[src/rtl/mpr121_pkg.sv]
`default_nettype none
// ============================================================================
//  Module      : mpr121_pkg
//  Description : Shared state encoding and register map of the MPR121
//                register-level emulation.
//  Revision    : 1.0 - initial release
// ============================================================================
package mpr121_pkg;

    typedef enum logic [3:0] {
        ST_IDLE      = 4'd0,
        ST_ADDR      = 4'd1,
        ST_ADDR_ACK  = 4'd2,
        ST_REG       = 4'd3,
        ST_REG_ACK   = 4'd4,
        ST_WDATA     = 4'd5,
        ST_WDATA_ACK = 4'd6,
        ST_RDATA     = 4'd7,
        ST_RDATA_ACK = 4'd8
    } resp_state_t;

    localparam logic [7:0] REG_TOUCH_L     = 8'h00;
    localparam logic [7:0] REG_TOUCH_H     = 8'h01;
    localparam logic [7:0] REG_THRESH_BASE = 8'h41;
    localparam logic [7:0] REG_THRESH_LAST = 8'h58;
    localparam logic [7:0] REG_CONFIG2     = 8'h5D;
    localparam logic [7:0] REG_ECR         = 8'h5E;

    // True for the 24 threshold byte addresses
    function automatic logic is_thresh(input logic [7:0] a);
        return (a >= REG_THRESH_BASE) && (a <= REG_THRESH_LAST);
    endfunction

endpackage
`default_nettype wire

[src/rtl/mpr121_responder_if.sv]
`default_nettype none
// ============================================================================
//  Module      : mpr121_responder_if
//  Description : Pad, touch input and write-observation signals of the
//                MPR121 responder.
//  Revision    : 1.0 - initial release
// ============================================================================
interface mpr121_responder_if;
    logic        scl_in;
    logic        sda_in;
    logic        sda_oe;
    logic [11:0] touch_in;
    logic [7:0]  ecr_out;
    logic        wr_valid;
    logic [7:0]  wr_addr;
    logic [7:0]  wr_data;
    logic        busy;

    modport slave (
        input  scl_in, sda_in, touch_in,
        output sda_oe, ecr_out, wr_valid, wr_addr, wr_data, busy
    );

    modport master (
        output scl_in, sda_in, touch_in,
        input  sda_oe, ecr_out, wr_valid, wr_addr, wr_data, busy
    );
endinterface
`default_nettype wire

[src/rtl/i2c_bus_sync.sv]
`default_nettype none
// ============================================================================
//  Module      : i2c_bus_sync
//  Description : Two-flop synchronizers on SCL/SDA plus edge, START and
//                STOP strobes derived from the synchronized lines.
//  Revision    : 1.0 - initial release
// ============================================================================
module i2c_bus_sync (
    input  wire logic clk_in,
    input  wire logic rst_in,
    input  wire logic i_scl,
    input  wire logic i_sda,
    output logic      o_sda,
    output logic      o_scl_rise,
    output logic      o_scl_fall,
    output logic      o_start,
    output logic      o_stop
);
    logic [1:0] r_scl_sync;
    logic [1:0] r_sda_sync;
    logic       r_scl_prev;
    logic       r_sda_prev;
    logic       w_scl;
    logic       w_sda;

    // Synchronize the pads and keep the previous synced value; reset to idle bus
    always_ff @(posedge clk_in) begin
        if (rst_in) begin
            r_scl_sync <= 2'b11;
            r_sda_sync <= 2'b11;
            r_scl_prev <= 1'b1;
            r_sda_prev <= 1'b1;
        end else begin
            r_scl_sync <= {r_scl_sync[0], i_scl};
            r_sda_sync <= {r_sda_sync[0], i_sda};
            r_scl_prev <= r_scl_sync[1];
            r_sda_prev <= r_sda_sync[1];
        end
    end

    assign w_scl      = r_scl_sync[1];
    assign w_sda      = r_sda_sync[1];
    assign o_sda      = w_sda;
    assign o_scl_rise = w_scl & ~r_scl_prev;
    assign o_scl_fall = ~w_scl & r_scl_prev;
    assign o_start    = w_scl & r_sda_prev & ~w_sda;
    assign o_stop     = w_scl & ~r_sda_prev & w_sda;
endmodule
`default_nettype wire

[src/rtl/mpr121_responder.sv]
`default_nettype none
// ============================================================================
//  Module      : mpr121_responder
//  Description : I2C target emulating the MPR121 register file with a live
//                12-bit touch status.
//  Revision    : 1.0 - initial release
// ============================================================================
module mpr121_responder
    import mpr121_pkg::*;
#(
    parameter logic [6:0] ADDR        = 7'h5A,
    parameter logic [7:0] CONFIG2_RST = 8'h24
) (
    input  wire logic           clk_in,
    input  wire logic           rst_in,
    mpr121_responder_if.slave   bus
);
    resp_state_t r_state, w_state_nxt;
    logic [3:0]  r_cnt;
    logic [7:0]  r_shift;
    logic        r_rw;
    logic [7:0]  r_ptr;
    logic [7:0]  r_thresh [24];
    logic [7:0]  r_config2;
    logic [7:0]  r_ecr;
    logic        r_sda_oe;
    logic        r_wr_valid;
    logic [7:0]  r_wr_addr;
    logic [7:0]  r_wr_data;
    logic        r_busy;

    logic        w_sda, w_scl_rise, w_scl_fall, w_start, w_stop;
    logic [7:0]  w_shift_in;
    logic        w_match, w_bit_rise, w_last_rise, w_byte_end;
    logic [11:0] w_touch;
    logic [4:0]  w_thr_idx;
    logic [7:0]  w_rd_byte;
    logic        w_is_wr;
    logic        w_sda_oe_nxt, w_load, w_commit;

    i2c_bus_sync u_sync (
        .clk_in     (clk_in),
        .rst_in     (rst_in),
        .i_scl      (bus.scl_in),
        .i_sda      (bus.sda_in),
        .o_sda      (w_sda),
        .o_scl_rise (w_scl_rise),
        .o_scl_fall (w_scl_fall),
        .o_start    (w_start),
        .o_stop     (w_stop)
    );

    assign w_shift_in  = {r_shift[6:0], w_sda};
    assign w_match     = (w_shift_in[7:1] == ADDR);
    assign w_bit_rise  = w_scl_rise && (r_cnt != 4'd8);
    assign w_last_rise = w_scl_rise && (r_cnt == 4'd7);
    assign w_byte_end  = w_scl_fall && (r_cnt == 4'd8);
    assign w_touch     = (r_ecr[5:0] != 6'd0) ? bus.touch_in : 12'h000;
    // Threshold slot index; only meaningful when the pointer is in range
    assign w_thr_idx   = r_ptr[4:0] - REG_THRESH_BASE[4:0];
    assign w_is_wr     = is_thresh(r_ptr) || (r_ptr == REG_CONFIG2) || (r_ptr == REG_ECR);

    // Read data for the byte at the current pointer
    always_comb begin
        w_rd_byte = 8'h00;
        if (r_ptr == REG_TOUCH_L)      w_rd_byte = w_touch[7:0];
        else if (r_ptr == REG_TOUCH_H) w_rd_byte = {4'h0, w_touch[11:8]};
        else if (is_thresh(r_ptr))     w_rd_byte = r_thresh[w_thr_idx];
        else if (r_ptr == REG_CONFIG2) w_rd_byte = r_config2;
        else if (r_ptr == REG_ECR)     w_rd_byte = r_ecr;
    end

    // State register
    always_ff @(posedge clk_in) begin
        if (rst_in) r_state <= ST_IDLE;
        else        r_state <= w_state_nxt;
    end

    // Next-state decode; bus conditions override any bit activity
    always_comb begin
        w_state_nxt = r_state;
        if (w_stop) begin
            w_state_nxt = ST_IDLE;
        end else if (w_start) begin
            w_state_nxt = ST_ADDR;
        end else begin
            case (r_state)
                ST_ADDR: begin
                    if (w_last_rise && !w_match) w_state_nxt = ST_IDLE;
                    else if (w_byte_end)         w_state_nxt = ST_ADDR_ACK;
                end
                ST_ADDR_ACK:  if (w_scl_fall) w_state_nxt = r_rw ? ST_RDATA : ST_REG;
                ST_REG:       if (w_byte_end) w_state_nxt = ST_REG_ACK;
                ST_REG_ACK:   if (w_scl_fall) w_state_nxt = ST_WDATA;
                ST_WDATA:     if (w_byte_end) w_state_nxt = ST_WDATA_ACK;
                ST_WDATA_ACK: if (w_scl_fall) w_state_nxt = ST_WDATA;
                ST_RDATA:     if (w_byte_end) w_state_nxt = ST_RDATA_ACK;
                ST_RDATA_ACK: if (w_scl_fall) w_state_nxt = r_shift[0] ? ST_IDLE : ST_RDATA;
                default:      w_state_nxt = r_state;
            endcase
        end
    end

    // Output decode: next SDA drive, read-byte load and write commit strobes
    always_comb begin
        w_sda_oe_nxt = r_sda_oe;
        w_load       = 1'b0;
        if (w_start || w_stop) begin
            w_sda_oe_nxt = 1'b0;
        end else begin
            case (r_state)
                ST_ADDR, ST_REG, ST_WDATA: if (w_byte_end) w_sda_oe_nxt = 1'b1;
                ST_ADDR_ACK: if (w_scl_fall) begin
                    w_load       = r_rw;
                    w_sda_oe_nxt = r_rw & ~w_rd_byte[7];
                end
                ST_REG_ACK, ST_WDATA_ACK: if (w_scl_fall) w_sda_oe_nxt = 1'b0;
                ST_RDATA: if (w_scl_fall) w_sda_oe_nxt = (r_cnt == 4'd8) ? 1'b0 : ~r_shift[6];
                ST_RDATA_ACK: if (w_scl_fall) begin
                    w_load       = ~r_shift[0];
                    w_sda_oe_nxt = ~r_shift[0] & ~w_rd_byte[7];
                end
                default: w_sda_oe_nxt = 1'b0;
            endcase
        end
        w_commit = (r_state == ST_WDATA) && w_last_rise && !w_start && !w_stop;
    end

    // Datapath: shifting, bit count, pointer, register file and outputs
    always_ff @(posedge clk_in) begin
        if (rst_in) begin
            r_cnt      <= 4'd0;
            r_shift    <= 8'h00;
            r_rw       <= 1'b0;
            r_ptr      <= 8'h00;
            r_config2  <= CONFIG2_RST;
            r_ecr      <= 8'h00;
            r_sda_oe   <= 1'b0;
            r_wr_valid <= 1'b0;
            r_wr_addr  <= 8'h00;
            r_wr_data  <= 8'h00;
            r_busy     <= 1'b0;
            for (int i = 0; i < 24; i++) r_thresh[i] <= 8'h00;
        end else begin
            r_sda_oe   <= w_sda_oe_nxt;
            r_wr_valid <= 1'b0;
            if (w_start || w_stop) begin
                r_cnt <= 4'd0;
            end else begin
                case (r_state)
                    ST_ADDR, ST_REG, ST_WDATA: if (w_bit_rise) begin
                        r_shift <= w_shift_in;
                        r_cnt   <= r_cnt + 4'd1;
                    end
                    ST_RDATA: begin
                        if (w_bit_rise) r_cnt <= r_cnt + 4'd1;
                        else if (w_scl_fall) begin
                            if (r_cnt == 4'd8) r_cnt <= 4'd0;
                            else               r_shift <= {r_shift[6:0], 1'b0};
                        end
                    end
                    ST_RDATA_ACK: if (w_scl_rise) r_shift <= w_shift_in;
                    default: ;
                endcase
                if ((r_state == ST_ADDR_ACK || r_state == ST_REG_ACK ||
                     r_state == ST_WDATA_ACK || r_state == ST_RDATA_ACK) && w_scl_fall)
                    r_cnt <= 4'd0;
                if (r_state == ST_ADDR && w_last_rise) begin
                    r_rw <= w_sda;
                    if (w_match) r_busy <= 1'b1;
                end
                if (r_state == ST_REG && w_last_rise) r_ptr <= w_shift_in;
                if (w_commit) begin
                    r_ptr <= r_ptr + 8'd1;
                    if (w_is_wr) begin
                        r_wr_valid <= 1'b1;
                        r_wr_addr  <= r_ptr;
                        r_wr_data  <= w_shift_in;
                        if (is_thresh(r_ptr))          r_thresh[w_thr_idx] <= w_shift_in;
                        else if (r_ptr == REG_CONFIG2) r_config2 <= w_shift_in;
                        else                           r_ecr <= w_shift_in;
                    end
                end
                if (w_load) begin
                    r_shift <= w_rd_byte;
                    r_ptr   <= r_ptr + 8'd1;
                end
            end
            if (w_stop) r_busy <= 1'b0;
        end
    end

    assign bus.sda_oe   = r_sda_oe;
    assign bus.ecr_out  = r_ecr;
    assign bus.wr_valid = r_wr_valid;
    assign bus.wr_addr  = r_wr_addr;
    assign bus.wr_data  = r_wr_data;
    assign bus.busy     = r_busy;
endmodule
`default_nettype wire

[src/flat_wrapper.sv]
// flat-port wrapper written by rule: the top's interface ports become plain ports
module mpr121_responder_flat import mpr121_pkg::*;
#(
    parameter logic [6:0] ADDR        = 7'h5A,
    parameter logic [7:0] CONFIG2_RST = 8'h24
)
  (clk_in, rst_in, bus_scl_in, bus_sda_in, bus_touch_in, bus_sda_oe, bus_ecr_out, bus_wr_valid, bus_wr_addr, bus_wr_data, bus_busy);
  mpr121_responder_if bus_i ();
  input  wire logic clk_in;
  input  wire logic rst_in;
  input wire logic [$bits(bus_i.scl_in)-1:0] bus_scl_in;
  input wire logic [$bits(bus_i.sda_in)-1:0] bus_sda_in;
  input wire logic [$bits(bus_i.touch_in)-1:0] bus_touch_in;
  output wire logic [$bits(bus_i.sda_oe)-1:0] bus_sda_oe;
  output wire logic [$bits(bus_i.ecr_out)-1:0] bus_ecr_out;
  output wire logic [$bits(bus_i.wr_valid)-1:0] bus_wr_valid;
  output wire logic [$bits(bus_i.wr_addr)-1:0] bus_wr_addr;
  output wire logic [$bits(bus_i.wr_data)-1:0] bus_wr_data;
  output wire logic [$bits(bus_i.busy)-1:0] bus_busy;
  assign bus_i.scl_in = bus_scl_in;
  assign bus_i.sda_in = bus_sda_in;
  assign bus_i.touch_in = bus_touch_in;
  assign bus_sda_oe = bus_i.sda_oe;
  assign bus_ecr_out = bus_i.ecr_out;
  assign bus_wr_valid = bus_i.wr_valid;
  assign bus_wr_addr = bus_i.wr_addr;
  assign bus_wr_data = bus_i.wr_data;
  assign bus_busy = bus_i.busy;
  mpr121_responder #(.ADDR(ADDR), .CONFIG2_RST(CONFIG2_RST)) u_core (.clk_in(clk_in), .rst_in(rst_in), .bus(bus_i));
endmodule
[config.mk]
export PLATFORM = sky130hd
export DESIGN_NAME = mpr121_responder_flat
export DESIGN_NICKNAME = d
export VERILOG_FILES = /design/src/rtl/mpr121_pkg.sv /design/src/rtl/mpr121_responder_if.sv /design/src/rtl/i2c_bus_sync.sv /design/src/rtl/mpr121_responder.sv /design/src/flat_wrapper.sv
export SDC_FILE = /design/constraint.sdc
export NUM_CORES = 1
export LEC_CHECK = 0
export CORE_ASPECT_RATIO = 0.75
export CORE_MARGIN = 2
export CORE_UTILIZATION = 50
export CTS_CLUSTER_SIZE = 8
export DETAILED_ROUTE_END_ITERATION = 7
export PLACE_DENSITY_LB_ADDON = 0.3
export SLEW_MARGIN = 10
export SYNTH_ARGS = -nofsm -noshare
export SYNTH_HDL_FRONTEND = slang
export SYNTH_SLANG_ARGS = --single-unit
[constraint.sdc]
create_clock -name clk_in -period 5 [get_ports clk_in]
set_input_delay 1 -clock clk_in [delete_from_list [all_inputs] [get_ports clk_in]]
set_output_delay 1 -clock clk_in [all_outputs]
set_load 0.05 [all_outputs]
==> parameters.txt <==
Parameter                              Value

Timing
  Setup Viol. Count Final    0
  Count of pins over their slew limit    0
  Shortest period the worst path allows    4.073 ns
  Max Fclk    245.5 MHz
  Period Utilization, post-route    81.45%
  Worst hold margin    0.4117 ns
  Final setup slack of the worst path    0.9274 ns
  Number of endpoints with negative hold slack in the final report    0
  Setup repair after global routing missed its margin    false
  Final TNS setup    0 ns
  Tightest Pin Transition    1.170 ns
  Post-route clock skew    0.01749 ns
  Worst slew margin relative to its limit    21.40%

Clock tree
  Number of H-tree branching levels    2
  Total of hold buffers inserted after clock tree synthesis    0
  Clock tree from TritonCTS    yes
  Clk root buf    sky130_fd_sc_hd__clkbuf_16
  Clock Latency Late Sink    0.55 ns
  CTS Buf Count    46
  Clock transition at the registers of the reported paths    0.05 ns
  Max Root-Sink Buffers    3
  Clk sink count    321
  Count of cells resized by post-cts repair    0
  Number of buffers inserted to repair setup after CTS    0

Floorplanning
  Die Footprint    31,330 sq um
  Width of the chip    203.7 microns
  Boundary pin count    43
  Initial core utilization    51.13%
  Vertical extent of the die    153.8 microns
  Number of rows in the core area    54
  Core area    29,260 sq um

Synthesis
  Netlist cell types    64
  Async set-reset flop share out of synthesis    0%
  Post-synth EDFFs    256
  Yosys warns    0
  Share of the yosys chip area belonging to registers    60.09%
  Synthesized area divided by synthesized cell count    12.91 sq um
  Cells after Synth    1,159
  Mapped Area    14,960 sq um
  Primary FF master, synth    sky130_fd_sc_hd__edfxtp_1
  Synth Net Count    1,182
  Synth Register Bits    321

Setup path
  Worst setup EP type    flip-flop
  Crit path DAT    4.50 ns
  Register-to-register setup slack    0.93 ns
  Reg-to-reg critical path endpoint    u_core.r_shift[2]
  Startpoint type of the worst setup path    flip-flop
  Startpoint of the worst register-to-register path    u_core.r_ptr[0]
  Classification of the worst setup path    flip-flop to flip-flop
  Number of cells traversed by the worst register-to-register path    9
  Required time worst endpoint    5.43 ns
  Maximum fanout along the worst path    41

Route
  Total length of routed wires    38,130 microns
  Met1 wire length    16,850 microns
  Top Layer Used    met4
  Amount of wire on met3 after detailed routing    4076 microns
  Detail-routed via count per cell    6.056
  Detailed-routed wire length on met2    16,430 microns
  Residual DRC count    0
  Number of nets still failing antenna checks after routing    0
  DR vias    9,805
  Number of search-and-repair iterations in the first detailed-routing pass    7
  1st-iter DRT viols    1,151
  DR WL/cell    23.55 microns

Placed design
  Dpl ws    1.109 ns
  Total half-perimeter wirelength after legalization and detailed placement    23,990 microns
  Buffers on Ports    42
  GPL Wtd Cong    0.8778
  Dpl cell area    15,720 sq um

Global route
  Global Route Usage Sum    25.04%
  Via count of the first global-routing pass    9,596
  Maximum number of pins on one net before global-route repair    76
  Wire length of the first global-routing pass    58,840 microns
  Remaining global-route overflow    0
  Initial antenna violation count    0

Finish
  Fraction of layout instances using a drive strength above 1    15.32%
  Final core utilization    58.36%
  Total inserted antenna cells    0
  Non-Filler Cell Area, Final    17,070 sq um
  Post-layout net count    1,215
  Synth-to-layout area growth    14.14%

Pwr
  Worst-case vdd ir drop    277.6 uV
  Power per cell area    354.9 nW/um^2
  Leakage dissipation    5.735 nW

Hold path
  Worst Hold Path Cells    1
  End of the worst hold path    u_core.u_sync.r_sda_sync[1]
  Path category of the worst min-delay check    flip-flop to flip-flop
  Startpoint of the tightest hold check path    u_core.u_sync.r_sda_sync[0]

Job
  Max-capacitance violation count    0

Outcome
  Run status    complete, no violations
sequential cells by signal, summed over array words and instances, names as in the netlist, 2 cells and up:
register and cells:
u_core.r_ptr 8, u_core.r_thresh 256, u_core.r_config2 8, u_core.r_shift 7
u_core.bus.ecr_out 8, u_core.u_sync.r_scl_sync 2, u_core.u_sync.r_sda_sync 2, u_core.r_cnt 4
u_core.bus.wr_addr 8, u_core.r_state 4, u_core.bus.wr_data 8
final cells by class:
cell class | count | area [sq um]
clock buffer | 82 | 1350
clock inverter | 1 | 8.758
fill | 2271 | 12180
inverter | 23 | 86.33
multi-input combinational | 739 | 5575
sequential | 321 | 8992
tap | 392 | 490.5
timing repair buffer | 61 | 570.5
critical path, cell delays in order (launching register included):
cell	delay [ns]
sky130_fd_sc_hd__dfxtp_4	0.85
sky130_fd_sc_hd__inv_1	0.23
sky130_fd_sc_hd__ha_1	0.35
sky130_fd_sc_hd__nand2_1	0.12
sky130_fd_sc_hd__nor2_1	0.06
sky130_fd_sc_hd__a21oi_1	0.71
sky130_fd_sc_hd__inv_1	0.20
sky130_fd_sc_hd__a2111oi_0	0.96
sky130_fd_sc_hd__a21oi_1	0.18
sky130_fd_sc_hd__a211o_1	0.30
power by group:
part | switching [mW] | internal, mW | leakage [nW]
combinational | 0.0947 | 0.0565 | 2.16
sequential | 0.0327 | 2.96 | 2.92
clock | 1.12 | 1.80 | 0.647
synth_stat cells, types with 7 or more instances:
cell | number | area, sq um
sky130_fd_sc_hd__a21oi_1 | 44 | 220.2
sky130_fd_sc_hd__a31oi_1 | 16 | 100.1
sky130_fd_sc_hd__and2_1 | 171 | 1070
sky130_fd_sc_hd__buf_2 | 17 | 85.08
sky130_fd_sc_hd__clkbuf_1 | 53 | 198.9
sky130_fd_sc_hd__dfxtp_1 | 65 | 1301
sky130_fd_sc_hd__edfxtp_1 | 256 | 7687
sky130_fd_sc_hd__ha_1 | 7 | 87.58
sky130_fd_sc_hd__inv_1 | 22 | 82.58
sky130_fd_sc_hd__mux2i_1 | 25 | 250.2
sky130_fd_sc_hd__mux4_2 | 65 | 1464
sky130_fd_sc_hd__nand2_1 | 40 | 150.1
sky130_fd_sc_hd__nand2b_1 | 15 | 93.84
sky130_fd_sc_hd__nand3_1 | 17 | 85.08
sky130_fd_sc_hd__nor2_1 | 91 | 341.6
sky130_fd_sc_hd__nor2_4 | 8 | 90.09
sky130_fd_sc_hd__nor2b_1 | 16 | 100.1
sky130_fd_sc_hd__nor3_1 | 37 | 185.2
sky130_fd_sc_hd__o21ai_0 | 35 | 175.2
sky130_fd_sc_hd__o22ai_1 | 15 | 93.84
sky130_fd_sc_hd__or2_2 | 32 | 200.2
layer usage:
metal,up-vias,global-route usage [%]
met1,4828,38.34
met4,0,6.396
met2,533,35.34
li1,4378,-
met5,-,0
met3,66,6.613
placed cells by master, fill, tap and decap left out, types with 17 or more instances in the layout:
cell type	instances
sky130_fd_sc_hd__o21ai_0	35
sky130_fd_sc_hd__a21oi_1	44
sky130_fd_sc_hd__or2_2	32
sky130_fd_sc_hd__mux4_2	65
sky130_fd_sc_hd__clkbuf_16	49
sky130_fd_sc_hd__mux2i_1	25
sky130_fd_sc_hd__nand2_1	40
sky130_fd_sc_hd__nand3_1	17
sky130_fd_sc_hd__edfxtp_1	256
sky130_fd_sc_hd__clkbuf_1	33
sky130_fd_sc_hd__buf_4	18
sky130_fd_sc_hd__dfxtp_1	64
sky130_fd_sc_hd__inv_1	22
sky130_fd_sc_hd__nor3_1	37
sky130_fd_sc_hd__and2_1	171
sky130_fd_sc_hd__nor2_1	91
sky130_fd_sc_hd__clkdlybuf4s50_1	41
logic make-up (layout without fill, tap and decap cells):
group	count (synthesis)	in the layout	share of synthesized area, %
DFF	321	321	60.09
and+or+nand+nor	470	470	17.77
muxes	90	90	11.46
buffers and inverters	99	167	2.702
AOI/OAI and AO/OA	165	165	6.992
xor gates and xnor gates	7	7	0.4098
adders and majority gates	7	7	0.5855
stage by stage:
step | power, mW | std cells
2_1_floorplan | 3.114 | 1159
3_3_place_gp | 3.185 | 1536
3_5_place_dp | 3.188 | 1536
4_1_cts | 6.081 | 1619
5_1_grt | 6.220 | 1619
6_report | 6.060 | 1619
how the worst max path moves through the flow:
stage / startpoint / to / cells after the start
finish: u_core.r_ptr[0] / u_core.r_shift[2] / 9
global placement: u_core.r_ptr[0] / u_core.r_shift[2] / 7
detailed placement: u_core.r_ptr[0] / u_core.r_shift[2] / 7
CTS: u_core.r_ptr[0] / u_core.r_shift[2] / 9
floorplan: u_core.r_ptr[0] / u_core.r_shift[2] / 11
global route: u_core.r_ptr[0] / u_core.r_shift[2] / 9
No activity file was read; power rests on OpenSTA's default activity.
